## config.mk

```make
export PLATFORM = sky130hd
export DESIGN_NAME = stage2_type_control_pipe_flat
export DESIGN_NICKNAME = d
export VERILOG_FILES = /design/src/rtl/stage2_pkg.sv /design/src/rtl/stage2_type_control_pipe_if.sv /design/src/rtl/stage2_lane_decode.sv /design/src/rtl/stage2_type_control_pipe.sv /design/src/flat_wrapper.sv
export SDC_FILE = /design/constraint.sdc
export NUM_CORES = 1
export LEC_CHECK = 0
export CAP_MARGIN = 10
export CORE_ASPECT_RATIO = 2
export CORE_MARGIN = 2
export CORE_UTILIZATION = 35
export CTS_CLUSTER_SIZE = 14
export DETAILED_ROUTE_END_ITERATION = 6
export PLACE_DENSITY_LB_ADDON = 0.25
export SKIP_LAST_GASP = 1
export SYNTH_ARGS = -nofsm -noshare
export SYNTH_HDL_FRONTEND = slang
export SYNTH_SLANG_ARGS = --single-unit
```

## constraint.sdc

```tcl
create_clock -name clk -period 13.9 [get_ports clk]
set_input_delay 1.39 -clock clk [delete_from_list [all_inputs] [get_ports clk]]
set_output_delay 1.39 -clock clk [all_outputs]
set_load 0.005 [all_outputs]
```

## src/rtl/stage2_pkg.sv

```systemverilog
// Shared definitions for the stage-2 type/control pipe.
// Contents:
//   - ASCII constants for the category and type bytes
//   - N-type, mux and block-size codes, and their field widths
//   - skid-buffer state encoding
//   - width helpers for the beat-level count and byte-total fields
package stage2_pkg;

  localparam logic [7:0] CH_NONE = 8'h00;
  localparam logic [7:0] CH_A    = 8'h61;  // 'a'
  localparam logic [7:0] CH_D    = 8'h64;  // 'd'
  localparam logic [7:0] CH_K    = 8'h6B;  // 'k'
  localparam logic [7:0] CH_Q    = 8'h71;  // 'q'
  localparam logic [7:0] CH_N    = 8'h4E;  // 'N'
  localparam logic [7:0] CH_L    = 8'h4C;  // 'L'
  localparam logic [7:0] CH_M    = 8'h4D;  // 'M'
  localparam logic [7:0] CH_R    = 8'h52;  // 'R'
  localparam logic [7:0] CH_S    = 8'h53;  // 'S'

  localparam int NTYPE_W = 3;
  localparam int MUX_W   = 3;
  localparam int BSIZE_W = 6;

  typedef enum logic [NTYPE_W-1:0] {
    NT_OTHER = 3'd0,
    NT_L     = 3'd1,
    NT_M     = 3'd2,
    NT_N     = 3'd3,
    NT_R     = 3'd4,
    NT_S     = 3'd5
  } n_type_e;

  typedef enum logic [MUX_W-1:0] {
    MUX_OTHER = 3'd0,
    MUX_A     = 3'd1,
    MUX_D     = 3'd2,
    MUX_K     = 3'd3,
    MUX_Q     = 3'd4,
    MUX_N     = 3'd5
  } mux_e;

  localparam logic [BSIZE_W-1:0] BS_OTHER = 6'd0;
  localparam logic [BSIZE_W-1:0] BS_A     = 6'd35;
  localparam logic [BSIZE_W-1:0] BS_D     = 6'd22;
  localparam logic [BSIZE_W-1:0] BS_K     = 6'd35;
  localparam logic [BSIZE_W-1:0] BS_Q     = 6'd21;
  localparam logic [BSIZE_W-1:0] BS_N     = 6'd12;

  typedef enum logic [1:0] {
    BUF_EMPTY = 2'd0,
    BUF_ONE   = 2'd1,
    BUF_TWO   = 2'd2
  } buf_state_e;

  function automatic int count_w(input int lanes);
    return $clog2(lanes + 1);
  endfunction

  // Largest block size is 35, so a full beat totals at most 35*lanes.
  function automatic int byte_total_w(input int lanes);
    return $clog2(35 * lanes + 1);
  endfunction

endpackage

```

## src/rtl/stage2_type_control_pipe_if.sv

```systemverilog
// Bus between the stage-1 header splitter, this pipe and the stage-3
// field extractors.
//   master : drives in_valid/in_sop/in_seq_start/in_category/in_type and
//            out_ready; observes in_ready, out_* and dbg_state.
//   slave  : the pipe itself (the opposite directions).
// Handshake: a beat transfers on a rising clock edge where valid && ready.
// A sender holding valid keeps its data stable until the transfer; ready
// may be asserted with or without valid and never depends on valid
// combinationally across the pipe.
interface stage2_type_control_pipe_if
  import stage2_pkg::*;
#(
  parameter int NUM_LANES = 3,
  parameter int SEQ_W     = 32
);
  localparam int CNT_W  = count_w(NUM_LANES);
  localparam int BYTE_W = byte_total_w(NUM_LANES);

  logic                          in_valid;
  logic                          in_ready;
  logic                          in_sop;
  logic [SEQ_W-1:0]              in_seq_start;
  logic [8*NUM_LANES-1:0]        in_category;
  logic [8*NUM_LANES-1:0]        in_type;

  logic                          out_valid;
  logic                          out_ready;
  logic [NTYPE_W*NUM_LANES-1:0]  out_n_type;
  logic [MUX_W*NUM_LANES-1:0]    out_mux;
  logic [BSIZE_W*NUM_LANES-1:0]  out_block_size;
  logic [NUM_LANES-1:0]          out_lane_valid;
  logic [CNT_W-1:0]              out_msg_count;
  logic [BYTE_W-1:0]             out_byte_total;
  logic                          out_seq_ok;
  logic [SEQ_W-1:0]              out_seq_base;
  logic                          out_err;

  buf_state_e                    dbg_state;

  modport master (
    output in_valid, in_sop, in_seq_start, in_category, in_type, out_ready,
    input  in_ready, out_valid, out_n_type, out_mux, out_block_size,
           out_lane_valid, out_msg_count, out_byte_total, out_seq_ok,
           out_seq_base, out_err, dbg_state
  );

  modport slave (
    input  in_valid, in_sop, in_seq_start, in_category, in_type, out_ready,
    output in_ready, out_valid, out_n_type, out_mux, out_block_size,
           out_lane_valid, out_msg_count, out_byte_total, out_seq_ok,
           out_seq_base, out_err, dbg_state
  );

endinterface

```

## src/rtl/stage2_lane_decode.sv

```systemverilog
// Single-lane header decode, purely combinational.
// Ports:
//   category, type_byte : ASCII header bytes of one lane
//   n_type, mux, block_size : lane fields, zero when category is none
//   lane_valid : category is not none
//   is_n       : category is 'N'
//   unknown    : category is non-none and not one of a/d/k/q/N
module stage2_lane_decode
  import stage2_pkg::*;
(
  input  logic [7:0]         category,
  input  logic [7:0]         type_byte,
  output logic [NTYPE_W-1:0] n_type,
  output logic [MUX_W-1:0]   mux,
  output logic [BSIZE_W-1:0] block_size,
  output logic               lane_valid,
  output logic               is_n,
  output logic               unknown
);

  always_comb begin
    n_type     = NT_OTHER;
    mux        = MUX_OTHER;
    block_size = BS_OTHER;
    unknown    = 1'b0;
    lane_valid = (category != CH_NONE);
    is_n       = (category == CH_N);
    if (lane_valid) begin
      // The type byte is decoded on its own; the category only gates it.
      case (type_byte)
        CH_L:    n_type = NT_L;
        CH_M:    n_type = NT_M;
        CH_N:    n_type = NT_N;
        CH_R:    n_type = NT_R;
        CH_S:    n_type = NT_S;
        default: n_type = NT_OTHER;
      endcase
      case (category)
        CH_A: begin mux = MUX_A; block_size = BS_A; end
        CH_D: begin mux = MUX_D; block_size = BS_D; end
        CH_K: begin mux = MUX_K; block_size = BS_K; end
        CH_Q: begin mux = MUX_Q; block_size = BS_Q; end
        CH_N: begin mux = MUX_N; block_size = BS_N; end
        default: unknown = 1'b1;
      endcase
    end
  end

endmodule

```

## src/rtl/stage2_type_control_pipe.sv

```systemverilog
// Registered stage-2 per-message decode with a one-entry skid buffer.
// Ports:
//   clk, rst : clock, asynchronous active-high reset
//   bus      : slave side of stage2_type_control_pipe_if carrying the input
//              beat (categories, types, sop, sequence start), the decoded
//              output beat, both handshakes and the buffer state.
// Each accepted beat is decoded combinationally and captured either into
// the output register or, when the output is stalled, into the skid
// register. in_ready and out_valid come straight from flops.
module stage2_type_control_pipe
  import stage2_pkg::*;
#(
  parameter int NUM_LANES = 3,
  parameter int SEQ_W     = 32
) (
  input logic clk,
  input logic rst,
  stage2_type_control_pipe_if.slave bus
);

  localparam int CNT_W  = count_w(NUM_LANES);
  localparam int BYTE_W = byte_total_w(NUM_LANES);
  localparam int BEAT_W = (NTYPE_W + MUX_W + BSIZE_W + 1) * NUM_LANES
                          + CNT_W + BYTE_W + 1 + SEQ_W + 1;

  // Per-lane decode.
  logic [NTYPE_W*NUM_LANES-1:0] n_type_v;
  logic [MUX_W*NUM_LANES-1:0]   mux_v;
  logic [BSIZE_W*NUM_LANES-1:0] bsize_v;
  logic [NUM_LANES-1:0]         lane_valid_v;
  logic [NUM_LANES-1:0]         lane_is_n_v;
  logic [NUM_LANES-1:0]         lane_unknown_v;

  for (genvar g = 0; g < NUM_LANES; g++) begin : g_lane
    stage2_lane_decode u_lane_decode (
      .category   (bus.in_category[8*g +: 8]),
      .type_byte  (bus.in_type[8*g +: 8]),
      .n_type     (n_type_v[NTYPE_W*g +: NTYPE_W]),
      .mux        (mux_v[MUX_W*g +: MUX_W]),
      .block_size (bsize_v[BSIZE_W*g +: BSIZE_W]),
      .lane_valid (lane_valid_v[g]),
      .is_n       (lane_is_n_v[g]),
      .unknown    (lane_unknown_v[g])
    );
  end

  // Beat-level aggregation. Lanes with category none already report zero
  // block size, so only lane_valid needs masking for the count.
  logic [CNT_W-1:0]  msg_cnt;
  logic [BYTE_W-1:0] byte_sum;

  always_comb begin
    msg_cnt  = '0;
    byte_sum = '0;
    for (int i = 0; i < NUM_LANES; i++) begin
      msg_cnt  = msg_cnt + CNT_W'(lane_valid_v[i]);
      byte_sum = byte_sum + BYTE_W'(bsize_v[BSIZE_W*i +: BSIZE_W]);
    end
  end

  // Sequence and error bookkeeping: in_sop restarts both.
  logic [SEQ_W-1:0] seq_q;
  logic             err_q;
  logic [SEQ_W-1:0] beat_base;
  logic             beat_err;
  logic             in_ready_q;
  logic             accept;

  assign accept    = bus.in_valid && in_ready_q;
  assign beat_base = bus.in_sop ? bus.in_seq_start : seq_q;
  assign beat_err  = (bus.in_sop ? 1'b0 : err_q) | (|lane_unknown_v);

  always_ff @(posedge clk or posedge rst) begin
    if (rst) begin
      seq_q <= '0;
      err_q <= 1'b0;
    end else if (accept) begin
      seq_q <= beat_base + SEQ_W'(msg_cnt);  // wraps silently
      err_q <= beat_err;
    end
  end

  logic [BEAT_W-1:0] beat_d;
  assign beat_d = {n_type_v, mux_v, bsize_v, lane_valid_v, msg_cnt, byte_sum,
                   ~(|lane_is_n_v), beat_base, beat_err};

  // Skid-buffer FSM.
  buf_state_e state_q, state_d;
  logic       load_out, load_skid, skid_to_out;
  logic       out_valid_q;

  always_ff @(posedge clk or posedge rst) begin
    if (rst) begin
      state_q     <= BUF_EMPTY;
      in_ready_q  <= 1'b1;
      out_valid_q <= 1'b0;
    end else begin
      state_q     <= state_d;
      in_ready_q  <= (state_d != BUF_TWO);
      out_valid_q <= (state_d != BUF_EMPTY);
    end
  end

  always_comb begin
    state_d     = state_q;
    load_out    = 1'b0;
    load_skid   = 1'b0;
    skid_to_out = 1'b0;
    unique case (state_q)
      BUF_EMPTY: begin
        if (accept) begin
          load_out = 1'b1;
          state_d  = BUF_ONE;
        end
      end
      BUF_ONE: begin
        if (accept && bus.out_ready) begin
          load_out = 1'b1;
        end else if (accept) begin
          load_skid = 1'b1;
          state_d   = BUF_TWO;
        end else if (bus.out_ready) begin
          state_d = BUF_EMPTY;
        end
      end
      BUF_TWO: begin
        // in_ready is low here, so no new beat can collide with the move.
        if (bus.out_ready) begin
          skid_to_out = 1'b1;
          state_d     = BUF_ONE;
        end
      end
      default: state_d = BUF_EMPTY;
    endcase
  end

  // Data registers.
  logic [BEAT_W-1:0] out_q;
  logic [BEAT_W-1:0] skid_q;

  always_ff @(posedge clk or posedge rst) begin
    if (rst) begin
      out_q  <= '0;
      skid_q <= '0;
    end else begin
      if (load_out)         out_q <= beat_d;
      else if (skid_to_out) out_q <= skid_q;
      if (load_skid)        skid_q <= beat_d;
    end
  end

  assign bus.in_ready  = in_ready_q;
  assign bus.out_valid = out_valid_q;
  assign bus.dbg_state = state_q;
  assign {bus.out_n_type, bus.out_mux, bus.out_block_size, bus.out_lane_valid,
          bus.out_msg_count, bus.out_byte_total, bus.out_seq_ok,
          bus.out_seq_base, bus.out_err} = out_q;

endmodule

```

## src/flat_wrapper.sv

```systemverilog
// flat-port wrapper written by rule: the top's interface ports become plain ports
module stage2_type_control_pipe_flat import stage2_pkg::*;
#(
  parameter int NUM_LANES = 3,
  parameter int SEQ_W     = 32
)
  (clk, rst, bus_in_valid, bus_in_sop, bus_in_seq_start, bus_in_category, bus_in_type, bus_out_ready, bus_in_ready, bus_out_valid, bus_out_n_type, bus_out_mux, bus_out_block_size, bus_out_lane_valid, bus_out_msg_count, bus_out_byte_total, bus_out_seq_ok, bus_out_seq_base, bus_out_err, bus_dbg_state);
  stage2_type_control_pipe_if #(.NUM_LANES(NUM_LANES), .SEQ_W(SEQ_W)) bus_i ();
  input logic clk;
  input logic rst;
  input wire logic [$bits(bus_i.in_valid)-1:0] bus_in_valid;
  input wire logic [$bits(bus_i.in_sop)-1:0] bus_in_sop;
  input wire logic [$bits(bus_i.in_seq_start)-1:0] bus_in_seq_start;
  input wire logic [$bits(bus_i.in_category)-1:0] bus_in_category;
  input wire logic [$bits(bus_i.in_type)-1:0] bus_in_type;
  input wire logic [$bits(bus_i.out_ready)-1:0] bus_out_ready;
  output wire logic [$bits(bus_i.in_ready)-1:0] bus_in_ready;
  output wire logic [$bits(bus_i.out_valid)-1:0] bus_out_valid;
  output wire logic [$bits(bus_i.out_n_type)-1:0] bus_out_n_type;
  output wire logic [$bits(bus_i.out_mux)-1:0] bus_out_mux;
  output wire logic [$bits(bus_i.out_block_size)-1:0] bus_out_block_size;
  output wire logic [$bits(bus_i.out_lane_valid)-1:0] bus_out_lane_valid;
  output wire logic [$bits(bus_i.out_msg_count)-1:0] bus_out_msg_count;
  output wire logic [$bits(bus_i.out_byte_total)-1:0] bus_out_byte_total;
  output wire logic [$bits(bus_i.out_seq_ok)-1:0] bus_out_seq_ok;
  output wire logic [$bits(bus_i.out_seq_base)-1:0] bus_out_seq_base;
  output wire logic [$bits(bus_i.out_err)-1:0] bus_out_err;
  output wire logic [$bits(bus_i.dbg_state)-1:0] bus_dbg_state;
  assign bus_i.in_valid = bus_in_valid;
  assign bus_i.in_sop = bus_in_sop;
  assign bus_i.in_seq_start = bus_in_seq_start;
  assign bus_i.in_category = bus_in_category;
  assign bus_i.in_type = bus_in_type;
  assign bus_i.out_ready = bus_out_ready;
  assign bus_in_ready = bus_i.in_ready;
  assign bus_out_valid = bus_i.out_valid;
  assign bus_out_n_type = bus_i.out_n_type;
  assign bus_out_mux = bus_i.out_mux;
  assign bus_out_block_size = bus_i.out_block_size;
  assign bus_out_lane_valid = bus_i.out_lane_valid;
  assign bus_out_msg_count = bus_i.out_msg_count;
  assign bus_out_byte_total = bus_i.out_byte_total;
  assign bus_out_seq_ok = bus_i.out_seq_ok;
  assign bus_out_seq_base = bus_i.out_seq_base;
  assign bus_out_err = bus_i.out_err;
  assign bus_dbg_state = bus_i.dbg_state;
  stage2_type_control_pipe #(.NUM_LANES(NUM_LANES), .SEQ_W(SEQ_W)) u_core (.clk(clk), .rst(rst), .bus(bus_i));
endmodule
```

---- Word-level counts from Yosys, hierarchy flattened ----
Index checks and enable logic that the tools add are counted.
storage, ports and cells
  word-level logic and storage cells ...... 104
  flip-flop bits (word level) ............. 201
  input port bits ......................... 85
  output and inout bits ................... 86
operators by class
  eq/ne operators ......................... 33
  reduce and logical (&&, ||, !) cells .... 16
  bitwise logic cells ..................... 2
  add/sub/neg operators ................... 5
  mux-type cells .......................... 41
operator list
  kind                                                  number
  equality test 8 x 7 -> 1 bit (second input constant)  30
  two-way mux 82 bit                                    2
  case mux 3 bit (5 select lines)                       6
  case mux 6 bit (4 select lines)                       3
  adder 32 x 2 -> 32 bit                                1
  two-way mux 32 bit                                    1
  nonzero test 8 bit                                    3
  two-way mux 3 bit                                     6
  two-way mux 6 bit                                     3
  OR reduction 5 bit                                    3
  two-way mux 1 bit                                     13
  two-way mux 2 bit                                     5
  adder 6 x 6 -> 7 bit                                  1
  adder 7 x 6 -> 7 bit                                  1
  case mux 2 bit (3 select lines)                       1
  OR reduction 2 bit                                    3
  OR reduction 3 bit                                    2
  nonzero test 2 bit                                    2
  adder 1 x 1 -> 2 bit                                  1
  adder 2 x 1 -> 2 bit                                  1
  equality test 2 x 1 -> 1 bit (second input constant)  1
  equality test 2 bit (second input constant)           1
  logical AND 1 bit                                     2
  logical NOT 2 bit                                     1
  other kinds (4)                                       4

---- Logic depth before layout (Yosys ltp) ----
  depth in word-level cells ............... 7
  mapped depth ............................ 15
  mapped depth without buffers ............ 12

---- Hierarchy ----
From an unflattened synthesis, not the netlist that was laid out.
unflattened totals
  cell total of the unflattened synthesis .. 1079
  area total of the unflattened synthesis .. 10271.1 um^2
modules (own cells, without submodules)
  module                    area each (um^2)  seq. area each (um^2)  cells each  times used
  stage2_type_control_pipe  9426.5            5031.1                 962         1
  stage2_lane_decode        281.5             0.0                    39          3

---- Worst setup path after synthesis ----
No wires, ideal clock.
  path kind ............................... input to register
  from .................................... input bus_in_category[0]
  to ...................................... register u_core.seq_q[22]
  data required time ...................... 13805 ps
  data arrival time ....................... 4769 ps
  path slack .............................. 9036 ps
  path buffers ............................ 1
  cell stages on the path ................. 12
  library setup time ...................... 95 ps
  cell sequence ........................... or4_1 -> nor4_2 -> fa_1 -> inv_1 -> ha_1 -> fa_1 -> nand4b_1 -> a22oi_2 -> nand4_1 -> buf_2 -> o31a_1 -> o31ai_1
on the way
  longest elaborated chain between the ends .. 4
ends and longest elaborated chain
  item                    line                            source
  start: declaration      flat_wrapper.sv:14              input wire logic [$bits(bus_i.in_category)-1:0] bus_in_category;
  nonzero test 8 bit      stage2_lane_decode.sv:26        lane_valid = (category != CH_NONE);
  adder 1 x 1 -> 2 bit    stage2_type_control_pipe.sv:56  msg_cnt = msg_cnt + CNT_W'(lane_valid_v[i]);
  adder 2 x 1 -> 2 bit    stage2_type_control_pipe.sv:56
  net u_core.beat_d[41]   stage2_type_control_pipe.sv:83  logic [BEAT_W-1:0] beat_d;
  adder 32 x 2 -> 32 bit  stage2_type_control_pipe.sv:78  seq_q <= beat_base + SEQ_W'(msg_cnt);
  end signal: assignment  stage2_type_control_pipe.sv:78
  end: declaration        stage2_type_control_pipe.sv:62  logic [SEQ_W-1:0] seq_q;
The timed path passes the listed nets, and every way through them passes these cells.
A chain may end at the register's enable or synchronous reset.

---- Worst setup path after layout ----
  from .................................... input bus_in_category[4]
  to ...................................... register u_core.seq_q[26]
Same word-level chain as after synthesis.

==> flow_summary.json <==
{
  "hold_buffers": 0,
  "final_area_um2": 12800,
  "setup_violations": 0,
  "ctsLongestPathBuffers": 3,
  "clock_latency_ns": 0.51,
  "syn_nets": 1151,
  "min_path_type": "flop to flop",
  "hold-path-endpoint": "u_core.skid_q[65]",
  "power_leakage_nw": 5.52,
  "crit_arrival_ns": 6.13,
  "met2_length_um": 13200,
  "port_buffers": 170,
  "grt_pass1_vias": 8573,
  "r2r_start": "u_core.seq_q[0]",
  "critPathCaptureType": "flop",
  "ys_seq_elements": 201,
  "vias": 8554,
  "ant_nets": 0,
  "hold_path_depth": 2,
  "synth_area_um2": 10100,
  "fillers": 2780,
  "die_w_um": 124,
  "yosysSeqAreaShare": 0.497,
  "synthArstFlopShare": 1.00,
  "critical_path.cell_chain": "clkdlybuf4s50_1 -> or4_1 -> nor4_2 -> fa_1 -> inv_1 -> ha_1 -> fa_1 -> nand4_1 -> a22oi_2 -> nand4_1 -> o31a_1 -> o31ai_1",
  "slowest_stage": "nor4_2",
  "cts_root_buffer": "clkbuf_16",
  "gp_congestion": 0.793,
  "reg2reg_slack_ns": 11.01,
  "place_hpwl_um": 18900,
  "min_from": "u_core.skid_q[65]",
  "cts_buffers": 21,
  "core_area_um2": 28600,
  "r2r_end": "u_core.seq_q[26]",
  "io_pins": 171,
  "post-route-period-util": 0.412,
  "synth_flop_cell": "dfrtp_1",
  "syn2layout_area_growth_pct": 26.9,
  "drt-total-wl_um": 28200,
  "utilization": 0.449,
  "detail_route.first_pass.iterations": 5,
  "cts_tree": "done",
  "clkSinkCount": 201,
  "cp_max_fo": 13,
  "met1_length_um": 13000,
  "irDropWorstVdd_mv": 0.0892,
  "yosysUniqueCellTypes": 66,
  "fin_setup_tns_ns": 0,
  "r2r_cells": 9,
  "cpPeakStageDelay_ns": 0.74,
  "hold_violations": 0,
  "status": "completed",
  "synth_edf_count": 0,
  "cts_resized": 0,
  "layout-drive-gt1-share": 0.0730,
  "clkTransAtPathRegs_ns": 0.06,
  "antenna_found_initial": 0,
  "drc_errors": 0,
  "drv_cap": 0,
  "slew_violations": 0,
  "finalPower_w": 0.00209,
  "fp.dieH_um": 245,
  "placed_area_um2": 12100,
  "initial_utilization": 0.354,
  "fmax_ghz": 0.175,
  "postSynthCellCount": 1050,
  "num_antenna_cells": 0,
  "yosysTopAreaCell": "dfrtp_1",
  "tightest_slew_ns": 1.09,
  "synth.top_cells.by_area": "dfrtp_1, nand2_1, a221o_1, nor2_1, mux2i_1",
  "rows": 88,
  "via_per_inst": 5.46,
  "rsz0062_at_grt": "false",
  "wl_per_cell_um": 18.0,
  "path_class": "primary input to flop",
  "overflow": 0,
  "grt_max_degree": 73,
  "slew_headroom": 0.269,
  "nets": 1294,
  "htreeDepth": 1,
  "required_ns": 14.30,
  "final.setup_skew_ns": 0.00958,
  "min_period_ns": 5.72,
  "dr_wl_met3_um": 1480,
  "dieArea_um2": 30400,
  "postSynthAreaPerCell_um2": 9.64,
  "drtIter0Drc": 529,
  "highest_layer": "met4",
  "worstSetupStartpointType": "primary input",
  "cts_setup_buffers": 0,
  "synth_top_area_share": 0.494,
  "ys_warn_count": 0,
  "groute.usage.overall": 0.184,
  "power_density_nw_per_um2": 162,
  "grt_pass1_wl_um": 46400
}
## cells in the final DEF (no fill, tap or decap), drive strengths merged, types with 11 or more instances in the layout
cell	n
o31ai	19
nand3b	21
xnor2	19
a22oi	22
nand3	22
a21oi	62
nor2	111
a221o	45
nor3	26
clkdlybuf4s50	169
dfrtp	200
nand2	187
buf	14
clkbuf	28
inv	15
nor4	11
o21ai	50
mux2i	33
## registers in the layout, indices dropped and copies added (netlist names)
name / cells
u_core.bus.dbg_state: 2
u_core.err_q: 1
u_core.seq_q: 32
u_core.skid_q: 82
u_core.bus.out_valid: 1
u_core.bus.in_ready: 1
u_core.out_q: 82
## metrics by stage
| stage | std cells | hold slack [ns] | setup WS (ns) |
|---|---|---|---|
| after floorplan | 1050 | 0.439 | 7.03 |
| after global placement | 1530 | 0.452 | 7.73 |
| after detailed placement | 1530 | 0.460 | 7.64 |
| after CTS | 1566 | 0.477 | 8.17 |
| after global routing | 1566 | 0.499 | 7.79 |
| final | 1566 | 0.476 | 8.18 |
## how the worst max path moves through the flow
stage               slack, ns                      end               start
floorplan                7.03  u_core.bus.dbg_state[0]                 rst
global placement         7.73         u_core.seq_q[24]  bus_in_category[4]
detailed placement       7.64         u_core.seq_q[26]  bus_in_category[4]
CTS                      8.17         u_core.seq_q[26]  bus_in_category[4]
global route             7.79         u_core.seq_q[26]  bus_in_category[4]
finish                   8.18         u_core.seq_q[26]  bus_in_category[4]
## per-layer routing
metal,GRT usage,vias up
met5,0,-
met4,0.0449,0
met3,0.0302,26
met2,0.302,223
met1,0.254,4266
li1,-,4039
## kinds of logic after synthesis
| group | count (synthesis) | share of synthesized area |
|---|---|---|
| fa+ha+maj | 16 | 0.0264 |
| compound gates | 244 | 0.169 |
| simple gates | 445 | 0.211 |
| mux | 41 | 0.0415 |
| buf+inv | 78 | 0.0331 |
| xor+xnor | 25 | 0.0216 |
| flops | 201 | 0.497 |
## synth_stat cells (3+ instances only)
master,count
nand2_1,187
buf_2,4
nor2_1,111
nand4_1,7
or4_1,3
fa_1,9
o21a_1,6
and3_1,9
a211oi_1,3
mux2_2,8
inv_1,15
a221o_1,45
or3_1,4
ha_1,7
nand2b_1,7
nor4_1,9
nand3b_1,20
or2_2,6
o21ai_0,50
and2_1,6
nor2b_1,7
a21o_1,4
clkbuf_1,52
a22oi_1,20
xnor2_1,19
mux2i_1,33
a31oi_1,9
dfrtp_1,200
or4b_2,3
o31a_1,8
nor3_1,23
a21oi_1,62
xor2_1,6
nand4b_1,5
nand3_1,22
a211o_1,3
o31ai_1,19
## power breakdown
part / switching (W) / internal [W] / leakage (nW)
clock: 0.000239 / 0.000359 / 0.359
combinational: 0.000285 / 0.000322 / 2.65
sequential: 0.000116 / 0.000763 / 2.51
total: 0.000641 / 0.00144 / 5.52
## worst max-delay path, delay by kind of cell
family	cells	cell delay, ns
AO/OA/AOI/OAI	3	1.10
adder cells (fa/ha/maj)	3	1.01
buffers and inverters	2	0.58
AND/OR/NAND/NOR	4	2.04
## area by class of cell
| cell class | count | area [um^2] | share of cell area |
|---|---|---|---|
| Multi-Input combinational cell | 771 | 4790 | 0.373 |
| Tap cell | 360 | 450 | 0.0351 |
| Clock inverter | 8 | 119 | 0.00925 |
| Sequential cell | 201 | 5030 | 0.392 |
| Timing Repair Buffer | 183 | 1790 | 0.140 |
| Clock buffer | 28 | 602 | 0.0468 |
| Inverter | 15 | 63.8 | 0.00497 |
No activity file was read; power rests on OpenSTA's default activity.
